**src/rtl/obj_arb_pkg.sv**
```systemverilog
// ---------------------------------------------------------------------------
// obj_arb_pkg
// Shared types and constants for the object-state RAM arbiter.
//   state_t          : arbiter phase (RENDER / UPDATE)
//   REQ_*            : requester slot indices
//   DEF_NREQ/AW/DW   : default requester count, address and data widths
// ---------------------------------------------------------------------------
package obj_arb_pkg;

  localparam int DEF_NREQ = 4;
  localparam int DEF_AW   = 6;
  localparam int DEF_DW   = 16;

  localparam int REQ_RENDER = 0;
  localparam int REQ_PLAYER = 1;
  localparam int REQ_ENEMY  = 2;
  localparam int REQ_BULLET = 3;

  typedef enum logic {
    RENDER = 1'b0,
    UPDATE = 1'b1
  } state_t;

endpackage

```
**src/rtl/obj_ram_arbiter_rr_pick.sv**
```systemverilog
// ---------------------------------------------------------------------------
// rr_pick
// Combinational round-robin picker over an N-entry request field.
// The search starts one slot after i_ptr and wraps within 0..N-1.
// Ports:
//   i_req   [N-1:0]  request field
//   i_ptr   [PW-1:0] last-served slot
//   o_gnt   [N-1:0]  one-hot pick (zero when nothing requested)
//   o_idx   [PW-1:0] encoded pick
//   o_valid          any pick made
// ---------------------------------------------------------------------------
module rr_pick #(
  parameter  int N  = 3,
  localparam int PW = (N > 1) ? $clog2(N) : 1
) (
  input  logic [N-1:0]  i_req,
  input  logic [PW-1:0] i_ptr,
  output logic [N-1:0]  o_gnt,
  output logic [PW-1:0] o_idx,
  output logic          o_valid
);

  always_comb begin
    o_gnt   = '0;
    o_idx   = '0;
    o_valid = 1'b0;
    // Offsets 1..N visit every slot once, the last-served slot last.
    for (int off = 1; off <= N; off++) begin
      if (!o_valid && i_req[(int'(i_ptr) + off) % N]) begin
        o_valid = 1'b1;
        o_gnt[(int'(i_ptr) + off) % N] = 1'b1;
        o_idx = PW'((int'(i_ptr) + off) % N);
      end
    end
  end

endmodule

```
**src/rtl/obj_ram_arbiter.sv**
```systemverilog
// ---------------------------------------------------------------------------
// obj_ram_arbiter
// Shares the single-port synchronous object-state RAM between the renderer
// (requester 0, always top priority) and the game-logic updaters
// (requesters 1..NREQ-1, served round-robin only during vertical blank).
// Also emits frame_start, the per-frame update kick, at vblank entry.
//
// Handshake: a requester raises req[i] (with we/addr/wdata) and holds it
// until the cycle gnt[i] is high; that cycle is the transfer. It may raise
// req again in the very next cycle. Read data returns two cycles after the
// grant as rvalid[i] with rdata; writes return nothing.
//
// Ports:
//   clk, reset (sync, active-high), vblank
//   req/we [NREQ], addr [NREQ*AW], wdata [NREQ*DW]   requester side
//   gnt/rvalid [NREQ], rdata [DW]                    requester responses
//   mem_addr/mem_we/mem_wdata (registered), mem_rdata RAM side
//   frame_start                                      one-cycle pulse
//   miss_cnt [8]   frames ending with an updater still waiting
//   dbg_state      current arbiter phase
//
// Build option: define OBJ_ARB_MISS_CNT_EN to build the miss counter;
// otherwise miss_cnt is tied to zero.
// ---------------------------------------------------------------------------
module obj_ram_arbiter
  import obj_arb_pkg::*;
#(
  parameter int NREQ = DEF_NREQ,
  parameter int AW   = DEF_AW,
  parameter int DW   = DEF_DW
) (
  input  logic               clk,
  input  logic               reset,
  input  logic               vblank,
  input  logic [NREQ-1:0]    req,
  input  logic [NREQ-1:0]    we,
  input  logic [NREQ*AW-1:0] addr,
  input  logic [NREQ*DW-1:0] wdata,
  output logic [NREQ-1:0]    gnt,
  output logic [NREQ-1:0]    rvalid,
  output logic [DW-1:0]      rdata,
  output logic [AW-1:0]      mem_addr,
  output logic               mem_we,
  output logic [DW-1:0]      mem_wdata,
  input  logic [DW-1:0]      mem_rdata,
  output logic               frame_start,
  output logic [7:0]         miss_cnt,
  output state_t             dbg_state
);

  localparam int IW = $clog2(NREQ);
  localparam int NU = NREQ - 1;
  localparam int PW = (NU > 1) ? $clog2(NU) : 1;

  state_t            r_state;
  logic              r_vblank_q;
  logic [IW-1:0]     r_rr_ptr;
  logic [AW-1:0]     r_mem_addr;
  logic              r_mem_we;
  logic [DW-1:0]     r_mem_wdata;
  logic [NREQ-1:0]   r_rd_stage;
  logic [NREQ-1:0]   r_rvalid;
  logic              r_frame_start;

  logic [NU-1:0]     w_pick_gnt;
  logic [PW-1:0]     w_pick_idx;
  logic              w_pick_valid;
  logic [PW-1:0]     w_pick_ptr;
  logic [NREQ-1:0]   w_gnt;
  logic [IW-1:0]     w_gnt_idx;
  logic              w_gnt_any;
  logic              w_vb_rise;
  logic [AW-1:0]     w_sel_addr;
  logic [DW-1:0]     w_sel_wdata;
  logic              w_sel_we;

  assign w_vb_rise = vblank & ~r_vblank_q;

  // rr_ptr holds an updater index 1..NREQ-1; the picker works on the
  // updater field alone, so shift the pointer down by one.
  assign w_pick_ptr = PW'(r_rr_ptr - IW'(1));

  rr_pick #(.N(NU)) u_rr_pick (
    .i_req   (req[NREQ-1:1]),
    .i_ptr   (w_pick_ptr),
    .o_gnt   (w_pick_gnt),
    .o_idx   (w_pick_idx),
    .o_valid (w_pick_valid)
  );

  always_comb begin
    w_gnt     = '0;
    w_gnt_idx = '0;
    w_gnt_any = 1'b0;
    if (!reset) begin
      if (req[REQ_RENDER]) begin
        w_gnt[REQ_RENDER] = 1'b1;
        w_gnt_any         = 1'b1;
      end else if (r_state == UPDATE && w_pick_valid) begin
        w_gnt     = {w_pick_gnt, 1'b0};
        w_gnt_idx = IW'(w_pick_idx) + IW'(1);
        w_gnt_any = 1'b1;
      end
    end
  end

  assign w_sel_addr  = addr[int'(w_gnt_idx)*AW +: AW];
  assign w_sel_wdata = wdata[int'(w_gnt_idx)*DW +: DW];
  // The renderer only ever reads; its write enable is dropped here.
  assign w_sel_we    = we[w_gnt_idx] & (w_gnt_idx != '0);

  always_ff @(posedge clk) begin
    if (reset) begin
      r_state       <= RENDER;
      r_vblank_q    <= 1'b0;
      r_rr_ptr      <= IW'(NREQ - 1);
      r_mem_addr    <= '0;
      r_mem_we      <= 1'b0;
      r_mem_wdata   <= '0;
      r_rd_stage    <= '0;
      r_rvalid      <= '0;
      r_frame_start <= 1'b0;
    end else begin
      r_vblank_q    <= vblank;
      r_frame_start <= w_vb_rise;

      case (r_state)
        RENDER: if (w_vb_rise) r_state <= UPDATE;
        UPDATE: if (!vblank)   r_state <= RENDER;
        default:               r_state <= RENDER;
      endcase

      if (w_gnt_any) begin
        r_mem_addr  <= w_sel_addr;
        r_mem_wdata <= w_sel_wdata;
        r_mem_we    <= w_sel_we;
        if (w_gnt_idx != '0) r_rr_ptr <= w_gnt_idx;
      end else begin
        r_mem_we <= 1'b0;
      end

      // Stage 1 tracks the address cycle, stage 2 the RAM data cycle.
      r_rd_stage <= (w_gnt_any && !w_sel_we) ? w_gnt : '0;
      r_rvalid   <= r_rd_stage;
    end
  end

`ifdef OBJ_ARB_MISS_CNT_EN
  logic [7:0] r_miss_cnt;
  logic       w_upd_req;

  assign w_upd_req = |req[NREQ-1:1];

  always_ff @(posedge clk) begin
    if (reset) begin
      r_miss_cnt <= '0;
    end else if (r_state == UPDATE && !vblank && w_upd_req &&
                 r_miss_cnt != 8'hFF) begin
      r_miss_cnt <= r_miss_cnt + 8'd1;
    end
  end

  assign miss_cnt = r_miss_cnt;
`else
  assign miss_cnt = '0;
`endif

  assign gnt         = w_gnt;
  assign rvalid      = r_rvalid;
  assign rdata       = mem_rdata;
  assign mem_addr    = r_mem_addr;
  assign mem_we      = r_mem_we;
  assign mem_wdata   = r_mem_wdata;
  assign frame_start = r_frame_start;
  assign dbg_state   = r_state;

endmodule
```
**config.mk**
```make
export PLATFORM = sky130hd
export DESIGN_NAME = obj_ram_arbiter
export DESIGN_NICKNAME = d
export VERILOG_FILES = /design/src/rtl/obj_arb_pkg.sv /design/src/rtl/obj_ram_arbiter_rr_pick.sv /design/src/rtl/obj_ram_arbiter.sv
export SDC_FILE = /design/constraint.sdc
export NUM_CORES = 1
export LEC_CHECK = 0
export BUFFER_PORTS_ARGS = -buffer_cell sky130_fd_sc_hd__buf_2
export CORE_UTILIZATION = 45
export DETAILED_ROUTE_END_ITERATION = 10
export PLACE_DENSITY_LB_ADDON = 0.2
export REMOVE_ABC_BUFFERS = 1
export SETUP_SLACK_MARGIN = 0.5
export SYNTH_ARGS = -nofsm -noshare
export SYNTH_HDL_FRONTEND = slang
export SYNTH_HIERARCHICAL = 1
export SYNTH_SLANG_ARGS = --single-unit
```
**constraint.sdc**
```tcl
create_clock -name clk -period 6.4 [get_ports clk]
set_input_delay 0 -clock clk [delete_from_list [all_inputs] [get_ports clk]]
set_output_delay 0 -clock clk [all_outputs]
set_load 0.02 [all_outputs]
```
==> flow_summary.yaml <==
run_status:
  status: "finished clean"
timing:
  fin_crit_ns: 3.66
  finalSetupViolations: 0
  fin_worst_skew_ns: 0.00650
  worst_pin_slew_ns: 1.20
  hold_viol: 0
  rsz0062_at_grt: "false"
  fmax_mhz: 273
  tns_ns: 0
  slew_viol_final: 0
  min_period_over_period: 0.572
  slew_headroom: 0.201
floorplanning:
  die_h_um: 76.0
  die_area_mm2: 0.00578
  row_count: 26
  coreArea_mm2: 0.00520
  io_pins: 172
  die_w_um: 76.0
  start_util: 0.474
power:
  p_per_area_mw_per_mm2: 193
  totalPowerFinal_mw: 0.594
  ir_worst_vdd_mv: 0.119
  leakagePower_nw: 1.45
synthesis:
  synth.avg_cell_area_um2: 8.51
  synth_cells: 290
  synth_area_mm2: 0.00247
  yosysUniqueCellTypes: 46
  async_flop_share: 0
  yosysWarnings: 6
  seq_area_frac_synth: 0.292
  ys.flop_type: "dfxtp_1"
  synth_edf_count: 0
  ys_seq_elements: 36
routing:
  firstDrtPassIters: 4
  via_count: 2418
  wl_mm: 6.36
  wire_per_inst_um: 13.8
  drtAntennaViolNets: 0
  avgViaCountPerCell: 5.26
  remaining_drc_errors: 0
  drt-initial-drc-count: 37
global_routing:
  grt_max_degree: 41
  grt_antenna_before_repair: 0
  grt_overflow: 0
  grt_pass1_vias: 2327
  track_usage: 0.226
  grt_first_pass_wirelength_mm: 10.7
place:
  place_congestion: 0.867
  dpl_cell_area_mm2: 0.00296
  io_buffers: 130
  dpl.hpwl_mm: 4.44
cts:
  root_buffer: "clkbuf_8"
  post_cts_buffers: 0
  clockBufferDepth: 2
  cts_buffers: 5
  htree_levels: 2
  clock_sink_count: 36
  path_clk_slew_ns: 0.07
  clock_latency_ns: 0.29
  post_cts_resized: 0
  cts_tree: "yes"
cells_and_area:
  area_growth_pct: 24.5
  fin_area_mm2: 0.00307
  drive_gt1_frac: 0.431
  diodes: 0
  nNetsFinal: 508
  utilization: 0.590
  n_fill_cell: 519
min_path:
  hp-class: "in -> out"
setup_path:
  start_kind: "flop"
  endpoint_kind: "flop"
  cp_data_required_time_ns: 6.59
  crit_type: "reg -> reg"
  critPathMaxFanout: 40
  cp.arrival_ns: 3.85
job:
  max_cap_violations: 0
[what timing repair did]
item | CTS | global route
hold buffers | 2 | 0
endpoints found under the hold margin | 4 | 0
endpoints found under the setup margin | 0 | 0
[flip-flops by register name, summed over array words and instances (netlist names), 2 cells and up]
register    flops
mem_addr        6
rvalid          4
r_rd_stage      4
mem_wdata      16
r_rr_ptr        2
[cell families (layout without fill, tap and decap cells)]
kind of cell / after synthesis / count (layout) / synth area share
AO/OA/AOI/OAI: 78 / 78 / 0.253
XOR/XNOR: 1 / 1 / 0.00355
adder cells (fa/ha/maj): 4 / 4 / 0.0203
buffers and inverters: 60 / 153 / 0.142
flip-flops: 36 / 36 / 0.292
multiplexers: 25 / 25 / 0.108
other: 1 / 8 / 0.00152
AND/OR/NAND/NOR: 85 / 85 / 0.180
[area by class of cell]
cell class                 instances  area (um2)  share of cell area
timing repair buffer             133         678               0.221
multi-input combinational        201        1450               0.471
clock inverter                     2        10.0             0.00326
sequential                        36         721               0.235
clock buffer                       6        82.6              0.0269
tap                               70        87.6              0.0285
inverter                          12        45.0              0.0147
[per-layer routing]
metal  GRT usage  wire length (um)  vias up
li1            -                 -     1206
met1       0.242              2630     1077
met2       0.403              3000      127
met3      0.0910               650        8
met4      0.0788                82        0
met5           0                 0        -
[final timing paths]
check / from / to / slack (ns) / cells past startpoint
hold reg to reg: r_vblank_q / frame_start / 0.42 / 1
setup / recovery: r_rr_ptr[0] / mem_wdata[9] / 2.74 / 10
setup reg to reg: r_rr_ptr[0] / mem_wdata[9] / 2.74 / 10
hold / removal: mem_rdata[0] / rdata[0] / 0.0002 / 0
[critical path, stage by stage, from the launching register on]
cell	delay (ns)
dfxtp_1	0.33
xnor2_1	0.28
ha_1	0.39
nand2b_1	0.21
o22ai_1	0.14
a21oi_1	0.14
a21oi_4	0.95
nand2b_1	0.57
nor2_1	0.09
o21a_1	0.20
a2111oi_2	0.25
[power by group]
| part | internal (mW) | switching (mW) |
|---|---|---|
| Sequential | 0.236 | 0.00550 |
| Combinational | 0.0816 | 0.103 |
| Clock | 0.0858 | 0.0809 |
| Total | 0.404 | 0.190 |
[metrics by stage]
step,setup WS [ns],hold WS (ns),std cells
after CTS,2.74,0.000313,460
after global placement,2.85,0.000313,450
after detailed placement,2.77,0.000313,450
final,2.74,0.000179,460
after floorplan,1.63,0,249
after global routing,2.29,0.000156,460
[cell usage after synthesis (all sizes together) (2+ instances only)]
master / instances / area (um2)
a21boi: 2 / 15.0
a21oi: 16 / 83.8
a221oi: 11 / 159
buf: 36 / 262
clkbuf: 12 / 45.0
dfxtp: 36 / 721
ha: 4 / 50.1
inv: 12 / 45.0
mux2: 12 / 135
mux2i: 13 / 130
nand2: 18 / 70.1
nand2b: 6 / 37.5
nand3: 2 / 10.0
nand3b: 11 / 82.6
nor2: 22 / 82.6
nor2b: 7 / 43.8
nor3: 12 / 60.1
o21ai: 15 / 75.1
o21bai: 3 / 22.5
o221ai: 10 / 87.6
o22a: 11 / 96.3
o31ai: 2 / 15.0
[cell usage in the layout, fill, tap and decap left out, types with 3 or more instances in the layout]
cell and instances:
o22a_1 11, o21bai_1 3, clkbuf_8 6, a221oi_2 10, ha_1 4, mux2i_1 13
nor3_1 12, buf_2 130, dfxtp_1 36, conb_1 8, nand2b_1 6, nor2_1 21
a21oi_1 14, o221ai_1 10, o21ai_0 14, nand3b_1 11, inv_1 12, nor2b_1 7
nand2_1 17, mux2_2 12
No activity file was read; power rests on OpenSTA's default activity.
